$ cat src/rtl/alu_seq.sv
// Handshaked ALU: single-cycle logic/arith/shift/compare plus iterative radix-2 MUL/DIV/REM.
// Latency 1 cycle (WIDTH+1 for MUL/DIV*/REM*); result is held until out_ready, flush drops it.
module alu_seq #(
    parameter int WIDTH = 32,
    parameter int TAG_W = 5
) (
    input  logic             clk,
    input  logic             rst_n,
    input  logic             flush,
    input  logic             in_valid,
    output logic             in_ready,
    input  logic [3:0]       in_ctrl,
    input  logic [WIDTH-1:0] in_1,
    input  logic [WIDTH-1:0] in_2,
    input  logic [TAG_W-1:0] in_tag,
    output logic             out_valid,
    input  logic             out_ready,
    output logic [WIDTH-1:0] out,
    output logic             out_zero,
    output logic [TAG_W-1:0] out_tag
);
    localparam int SHW = $clog2(WIDTH);
    localparam logic [3:0] OP_AND  = 4'd0,  OP_OR   = 4'd1,  OP_ADD  = 4'd2,  OP_SUB  = 4'd3;
    localparam logic [3:0] OP_XOR  = 4'd4,  OP_SLT  = 4'd5,  OP_SLTU = 4'd6,  OP_SLL  = 4'd7;
    localparam logic [3:0] OP_SRL  = 4'd8,  OP_SRA  = 4'd9,  OP_MUL  = 4'd10, OP_DIV  = 4'd11;
    localparam logic [3:0] OP_DIVU = 4'd12, OP_REM  = 4'd13, OP_REMU = 4'd14;
    localparam logic [WIDTH-1:0] MIN_VAL  = {1'b1, {(WIDTH-1){1'b0}}};
    localparam logic [SHW-1:0]   CNT_LAST = SHW'(WIDTH-1);

    typedef enum logic [1:0] {IDLE = 2'd0, BUSY = 2'd1, DONE = 2'd2} state_t;
    state_t state, state_nx;

    logic             accept, is_iter, is_div, is_sdiv, is_rem;
    logic             div_zero, div_ovf, go_busy;
    logic [SHW-1:0]   shamt;
    logic [WIDTH-1:0] quick_res, abs_1, abs_2;

    logic [3:0]       op_r;
    logic [TAG_W-1:0] tag_r;
    logic             neg_q, neg_r;
    logic [WIDTH-1:0] a_r, b_r, p_r, a_nx, b_nx, p_nx, iter_res;
    logic [WIDTH:0]   rem_sh, diff;
    logic [SHW-1:0]   cnt;

    assign accept   = in_valid & in_ready;
    assign is_iter  = (in_ctrl >= OP_MUL) && (in_ctrl <= OP_REMU);
    assign is_div   = (in_ctrl >= OP_DIV) && (in_ctrl <= OP_REMU);
    assign is_sdiv  = (in_ctrl == OP_DIV) || (in_ctrl == OP_REM);
    assign is_rem   = (in_ctrl == OP_REM) || (in_ctrl == OP_REMU);
    assign div_zero = (in_2 == '0);
    assign div_ovf  = is_sdiv && (in_1 == MIN_VAL) && (in_2 == '1);
    // Divide-by-zero and MIN/-1 resolve immediately instead of iterating.
    assign go_busy  = is_iter && !(is_div && (div_zero || div_ovf));
    assign shamt    = in_2[SHW-1:0];
    assign abs_1    = (is_sdiv && in_1[WIDTH-1]) ? -in_1 : in_1;
    assign abs_2    = (is_sdiv && in_2[WIDTH-1]) ? -in_2 : in_2;

    always_comb begin
        quick_res = '0;
        case (in_ctrl)
            OP_AND:  quick_res = in_1 & in_2;
            OP_OR:   quick_res = in_1 | in_2;
            OP_ADD:  quick_res = in_1 + in_2;
            OP_SUB:  quick_res = in_1 - in_2;
            OP_XOR:  quick_res = in_1 ^ in_2;
            OP_SLT:  quick_res = {{(WIDTH-1){1'b0}}, $signed(in_1) < $signed(in_2)};
            OP_SLTU: quick_res = {{(WIDTH-1){1'b0}}, in_1 < in_2};
            OP_SLL:  quick_res = in_1 << shamt;
            OP_SRL:  quick_res = in_1 >> shamt;
            OP_SRA:  quick_res = $signed(in_1) >>> shamt;
            OP_DIV, OP_DIVU, OP_REM, OP_REMU: begin
                if (div_zero) quick_res = is_rem ? in_1 : '1;
                else          quick_res = is_rem ? '0 : MIN_VAL;
            end
            default: quick_res = '0;
        endcase
    end

    // One iteration: shift-add multiply or restoring divide (quotient shifts into a_r).
    always_comb begin
        rem_sh = {p_r, a_r[WIDTH-1]};
        diff   = rem_sh - {1'b0, b_r};
        if (op_r == OP_MUL) begin
            p_nx = a_r[0] ? p_r + b_r : p_r;
            a_nx = a_r >> 1;
            b_nx = b_r << 1;
        end else begin
            p_nx = diff[WIDTH] ? rem_sh[WIDTH-1:0] : diff[WIDTH-1:0];
            a_nx = {a_r[WIDTH-2:0], ~diff[WIDTH]};
            b_nx = b_r;
        end
        case (op_r)
            OP_MUL:          iter_res = p_nx;
            OP_DIV, OP_DIVU: iter_res = neg_q ? -a_nx : a_nx;
            default:         iter_res = neg_r ? -p_nx : p_nx;
        endcase
    end

    always_ff @(posedge clk or negedge rst_n) begin
        if (!rst_n) state <= IDLE;
        else        state <= state_nx;
    end

    always_comb begin
        state_nx = state;
        case (state)
            IDLE: if (accept) state_nx = go_busy ? BUSY : DONE;
            BUSY: begin
                if (flush)                 state_nx = IDLE;
                else if (cnt == CNT_LAST)  state_nx = DONE;
            end
            DONE: begin
                if (flush)          state_nx = IDLE;
                else if (accept)    state_nx = go_busy ? BUSY : DONE;
                else if (out_ready) state_nx = IDLE;
            end
            default: state_nx = IDLE;
        endcase
    end

    always_comb begin
        in_ready  = rst_n && !flush && ((state == IDLE) || ((state == DONE) && out_ready));
        out_valid = (state == DONE);
    end

    always_ff @(posedge clk or negedge rst_n) begin
        if (!rst_n) begin
            op_r     <= '0;
            tag_r    <= '0;
            neg_q    <= 1'b0;
            neg_r    <= 1'b0;
            a_r      <= '0;
            b_r      <= '0;
            p_r      <= '0;
            cnt      <= '0;
            out      <= '0;
            out_zero <= 1'b1;
            out_tag  <= '0;
        end else if (accept) begin
            op_r  <= in_ctrl;
            tag_r <= in_tag;
            neg_q <= is_sdiv && (in_1[WIDTH-1] ^ in_2[WIDTH-1]);
            neg_r <= is_sdiv && in_1[WIDTH-1];
            cnt   <= '0;
            p_r   <= '0;
            if (in_ctrl == OP_MUL) begin
                a_r <= in_2;
                b_r <= in_1;
            end else begin
                a_r <= abs_1;
                b_r <= abs_2;
            end
            if (!go_busy) begin
                out      <= quick_res;
                out_zero <= (quick_res == '0);
                out_tag  <= in_tag;
            end
        end else if ((state == BUSY) && !flush) begin
            a_r <= a_nx;
            b_r <= b_nx;
            p_r <= p_nx;
            cnt <= cnt + 1'b1;
            if (cnt == CNT_LAST) begin
                out      <= iter_res;
                out_zero <= (iter_res == '0);
                out_tag  <= tag_r;
            end
        end
    end
endmodule

$ cat config.mk
export PLATFORM = sky130hd
export DESIGN_NAME = alu_seq
export DESIGN_NICKNAME = d
export VERILOG_FILES = /design/src/rtl/alu_seq.sv
export SDC_FILE = /design/constraint.sdc
export NUM_CORES = 1
export LEC_CHECK = 0
export ABC_AREA = 1
export CELL_PAD_IN_SITES_DETAIL_PLACEMENT = 2
export CELL_PAD_IN_SITES_GLOBAL_PLACEMENT = 2
export CORE_MARGIN = 3
export CORE_UTILIZATION = 30
export DETAILED_ROUTE_END_ITERATION = 10
export PLACE_DENSITY_LB_ADDON = 0.1
export SLEW_MARGIN = 0
export SYNTH_ARGS = -nofsm -noshare
export SYNTH_HDL_FRONTEND = slang
export SYNTH_SLANG_ARGS = --single-unit
$ cat constraint.sdc
create_clock -name clk -period 3.6 [get_ports clk]
set_input_delay 0.72 -clock clk [delete_from_list [all_inputs] [get_ports clk]]
set_output_delay 0.72 -clock clk [all_outputs]
set_load 0.02 [all_outputs]
==> flow_summary.toml, run 1 <==
[status]
error_line = "[ERROR DPL-0033] detailed placement checks failed during check placement."
lastStage = "3_5_place_dp"
status = "aborted with a tool error"

[synth]
muxShareOfSynthArea = 0.00541
yosys.area_share.xor_xnor = 0.0122
yosys.area_share.simple = 0.366
synth-compound-area-share = 0.268
yosysWarnings = 0
synth_top_family_by_area = "simple AND/OR/NAND/NOR gates"
synth-seq-cells = 152
synthFlopType = "dfrtp_1"
synth_area_per_cell_um2 = 5.65
yosys.cell_types.count = 67
syn_area_um2 = 25900
syn-num-nets = 4834
async_flop_share = 1.00
ys_seq_area_frac = 0.147
synth_edf_count = 0
syn_inst = 4586
synthAdderAreaFrac = 0.0833

[floorplan]
dieHeight_um = 300
io_pins = 118
die_x_um = 300
num_rows = 107
initial_core_util = 0.303

[place]
gp_congestion = 1.08
numPortBuffers = 117
dp_hpwl_mm = 189
-- per-stage QoR --
| stage | worst slack, ns | instances | area [µm²] |
|---|---|---|---|
| 2_1_floorplan | -0.00938 | 4586 | 25900 |
| 3_3_place_gp | -1.37 | 7027 | 38600 |
-- synthesized netlist by cell type, types with 36 or more instances --
library cell	instances	area [µm²]
a21oi_1	443	2220
clkbuf_1	150	563
dfrtp_1	151	3780
ha_1	166	2080
inv_1	567	2130
nand2_1	1142	4290
nand2_2	36	225
nand3_1	291	1460
nand4_1	57	357
nor2_1	469	1760
nor3_1	58	290
o211ai_1	47	353
o21ai_0	474	2370
o22ai_1	51	319
-- cell families after synthesis --
| logic type | count (synthesis) |
|---|---|
| simple gates | 2184 |
| compound gates | 1232 |
| buf+inv | 798 |
| fa+ha+maj | 170 |
| flops | 152 |
| xor+xnor | 36 |
| mux | 14 |
==> inputs of run 2 (changes only) <==
==> config.mk (replaced) <==
export PLATFORM = sky130hd
export DESIGN_NAME = alu_seq
export DESIGN_NICKNAME = d
export VERILOG_FILES = /design/src/rtl/alu_seq.sv
export SDC_FILE = /design/constraint.sdc
export NUM_CORES = 1
export LEC_CHECK = 0
export ABC_AREA = 1
export CORE_MARGIN = 3
export CORE_UTILIZATION = 35
export DETAILED_ROUTE_END_ITERATION = 10
export PLACE_DENSITY_LB_ADDON = 0.15
export SLEW_MARGIN = 0
export SYNTH_ARGS = -nofsm -noshare
export SYNTH_HDL_FRONTEND = slang
export SYNTH_SLANG_ARGS = --single-unit
==> constraint.sdc (replaced) <==
create_clock -name clk -period 4.7 [get_ports clk]
set_input_delay 0.94 -clock clk [delete_from_list [all_inputs] [get_ports clk]]
set_output_delay 0.94 -clock clk [all_outputs]
set_load 0.02 [all_outputs]
==> run 2 against run 1 <==
The run now ends clean. Synthesized cell count unchanged. Synthesized area unchanged.
==> flow_summary.toml, run 2 <==
[timing]
finalHoldViolCount = 0
tns_ns = 0
fmax_mhz = 223
slew_headroom = 0.339
final_max_slew_viol_count = 0
rsz0062_at_grt = "no"
setup_viol_count_final = 0
fin_skew_ns = 0.0188
fin_crit_ns = 4.49
fin_crit_sh = 0.955
worst_pin_slew_ns = 0.988

[power]
p_leak_nw = 16.5
p_total_mw = 12.4
power_density_nw_per_um2 = 379
irDropWorstVdd_v = 0.000256

[clocking]
clk_pin_slew_ns = 0.08
postCtsSetupRepairBufs = 0
cts_root_buffer = "clkbuf_16"
clk_latency_ns = 0.49
cts_tree = "done"
cts-buffers-inserted = 17
htree_levels = 4
cts_sinks = 152
cts_hold_buf = 0
clockBufferDepth = 2
postCtsResizedCells = 0

[drt]
drt-total-wl_mm = 160
drc = 0
detail_route.wl_per_cell_um = 26.4
vias_per_cell = 5.67
ant_nets = 0
via_count = 34300
drt_pass1_iterations = 7
drt_iter0_markers = 3561

[setup_path]
arrival_ns = 4.91
setup.worst_path.start_class = "primary input"
setup.worst_path.start = "in_1[19]"
rr_endpoint = "out_zero$_DFFE_PN1P_"
critPathMaxStageDelay_ns = 0.56
path_max_fanout = 3
crit_end = "out_zero$_DFFE_PN1P_"
r2r_start = "a_r[31]$_DFFE_PN0P_"
r2r_slack_ns = 0.23
endpoint_kind = "register"
cpMostUsedCell = "nand2_1"
required_ns = 5.13
critPathKind = "in -> reg"
slowest_stage = "nor4_1"
worst-r2r-cell-count = 31
crit_chain = "clkdlybuf4s50_1 -> inv_1 -> buf_4 -> o21ai_0 -> nand2_1 -> o21ai_0 -> nand2_1 -> o21ai_0 -> nand2_1 -> nand3_1 -> nand2_1 -> o21ai_0 -> nor4_1 -> buf_4 -> o211ai_1 -> nor2_1 -> nand2_1 -> nor2_1 -> nand4_1 -> nor3_1 -> nor2_1 -> a21oi_1"

[place]
numPortBuffers = 117
gp_congestion = 1.08
dp_hpwl_mm = 135

[synth]
yosysWarnings = 0
syn-num-nets = 4834
synth.top_cell.area_share = 0.165
yosys.area_share.xor_xnor = 0.0122
synthAdderAreaFrac = 0.0833
ys_seq_area_frac = 0.147
synth_area_per_cell_um2 = 5.65
synth-compound-area-share = 0.268
synthFlopType = "dfrtp_1"
netlist_top_cells_count = "1142 x nand2_1, 567 x inv_1, 474 x o21ai_0, 469 x nor2_1, 443 x a21oi_1"
synth-seq-cells = 152
async_flop_share = 1.00
muxShareOfSynthArea = 0.00541
yosysMostFrequentCell = "nand2_1"
yosys.area_share.simple = 0.366
syn_inst = 4586
synthTopCellsByArea = "nand2_1 17%, dfrtp_1 15%, o21ai_0 9.2%, a21oi_1 8.6%, inv_1 8.2%"
yosys.cell_types.count = 67
syn_area_um2 = 25900
synth_edf_count = 0
synth_top_area_cell = "nand2_1"
synth_top_family_by_area = "simple AND/OR/NAND/NOR gates"

[worst_hold_path]
hold_class = "reg -> reg"

[grt]
grt_pass1_vias = 33200
grt_max_degree = 129
met2_usage = 0.678
grt_overflow = 0
gr-usage-all-layers = 0.403
top_usage_layer = "met2"
grt_first_pass_wirelength_mm = 227
met1_usage = 0.472
antenna_found_initial = 4
met3_usage = 0.0491

[layout]
drive_gt1_frac = 0.151
final_common_cell = "nand2_1"
final_cell_mix = "1137 x nand2_1, 566 x inv_1, 542 x buf_4, 473 x o21ai_0, 459 x nor2_1"
syn_to_final_growth_pct = 25.7
fin_nets = 5329

[floorplan]
num_rows = 99
dieArea_um2 = 77300
core-area_um2 = 73100
dieHeight_um = 278
initial_core_util = 0.354
io_pins = 118
die_x_um = 278

[run]
maxCapViolCount = 0

[status]
status = "finished, final reports clean"
[run 2: stage by stage]
| stage | hold slack (ns) | cell area (µm²) | utilization | worst slack (ns) | cells |
|---|---|---|---|---|---|
| floorplan | 0.445 | 25900 | - | 0.554 | 4586 |
| global placement | 0.462 | 31900 | 0.437 | -0.489 | 6021 |
| detailed placement | 0.465 | 31900 | 0.437 | -0.396 | 6021 |
| CTS | 0.484 | 32500 | 0.445 | 0.104 | 6053 |
| global route | 0.497 | 32600 | 0.445 | 0.0172 | 6053 |
| finish | 0.482 | 32600 | 0.445 | 0.212 | 6054 |
[run 2: logic make-up after synthesis]
logic type / after synthesis
AND/OR/NAND/NOR: 2184
AO/OA/AOI/OAI: 1232
buffers and inverters: 798
adder cells (fa/ha/maj): 170
flip-flops: 152
XOR/XNOR: 36
multiplexers: 14
[run 2: how the worst min path moves through the flow]
stage                                    start                    to  slack (ns)  depth (start not counted)
final                     tag_r[0]$_DFFE_PN0P_  tag_r[0]$_DFFE_PN0P_        0.48                          2
after global routing      tag_r[4]$_DFFE_PN0P_  tag_r[4]$_DFFE_PN0P_        0.50                          2
after CTS                 tag_r[4]$_DFFE_PN0P_  tag_r[4]$_DFFE_PN0P_        0.48                          2
after detailed placement  tag_r[0]$_DFFE_PN0P_  tag_r[0]$_DFFE_PN0P_        0.47                          2
after global placement    tag_r[3]$_DFFE_PN0P_  tag_r[3]$_DFFE_PN0P_        0.46                          2
after floorplan           tag_r[0]$_DFFE_PN0P_  tag_r[0]$_DFFE_PN0P_        0.44                          2
[run 2: report_power, final]
part | total, mW | internal [mW] | switching [mW]
Sequential | 2.02 | 1.67 | 0.350
Clock | 1.45 | 0.714 | 0.733
Combinational | 8.89 | 3.11 | 5.77
Total | 12.4 | 5.49 | 6.86
[run 2: cell type report]
cell class	instances	area [µm²]
Timing Repair Buffer	678	5610
Clock inverter	15	175
Clock buffer	17	425
Multi-Input combinational cell	3636	19100
Sequential cell	152	3800
Fill cell	8214	40500
Tap cell	959	1200
Inverter	596	2240
Antenna cell	1	2.50
[run 2: worst max-delay path, delay by kind of cell]
kind	cells	cell delay [ns]
AOI/OAI and AO/OA	6	0.82
and+or+nand+nor	12	1.88
buffers and inverters	4	1.25
[run 2: routing by layer]
layer  vias to the layer above  wire [µm]
li1                      16300          -
met3                       466      10400
met1                     15900      61300
met4                         4      14800
met5                         -         37
met2                      1626      73100
Power figures use the tool's default switching activity.
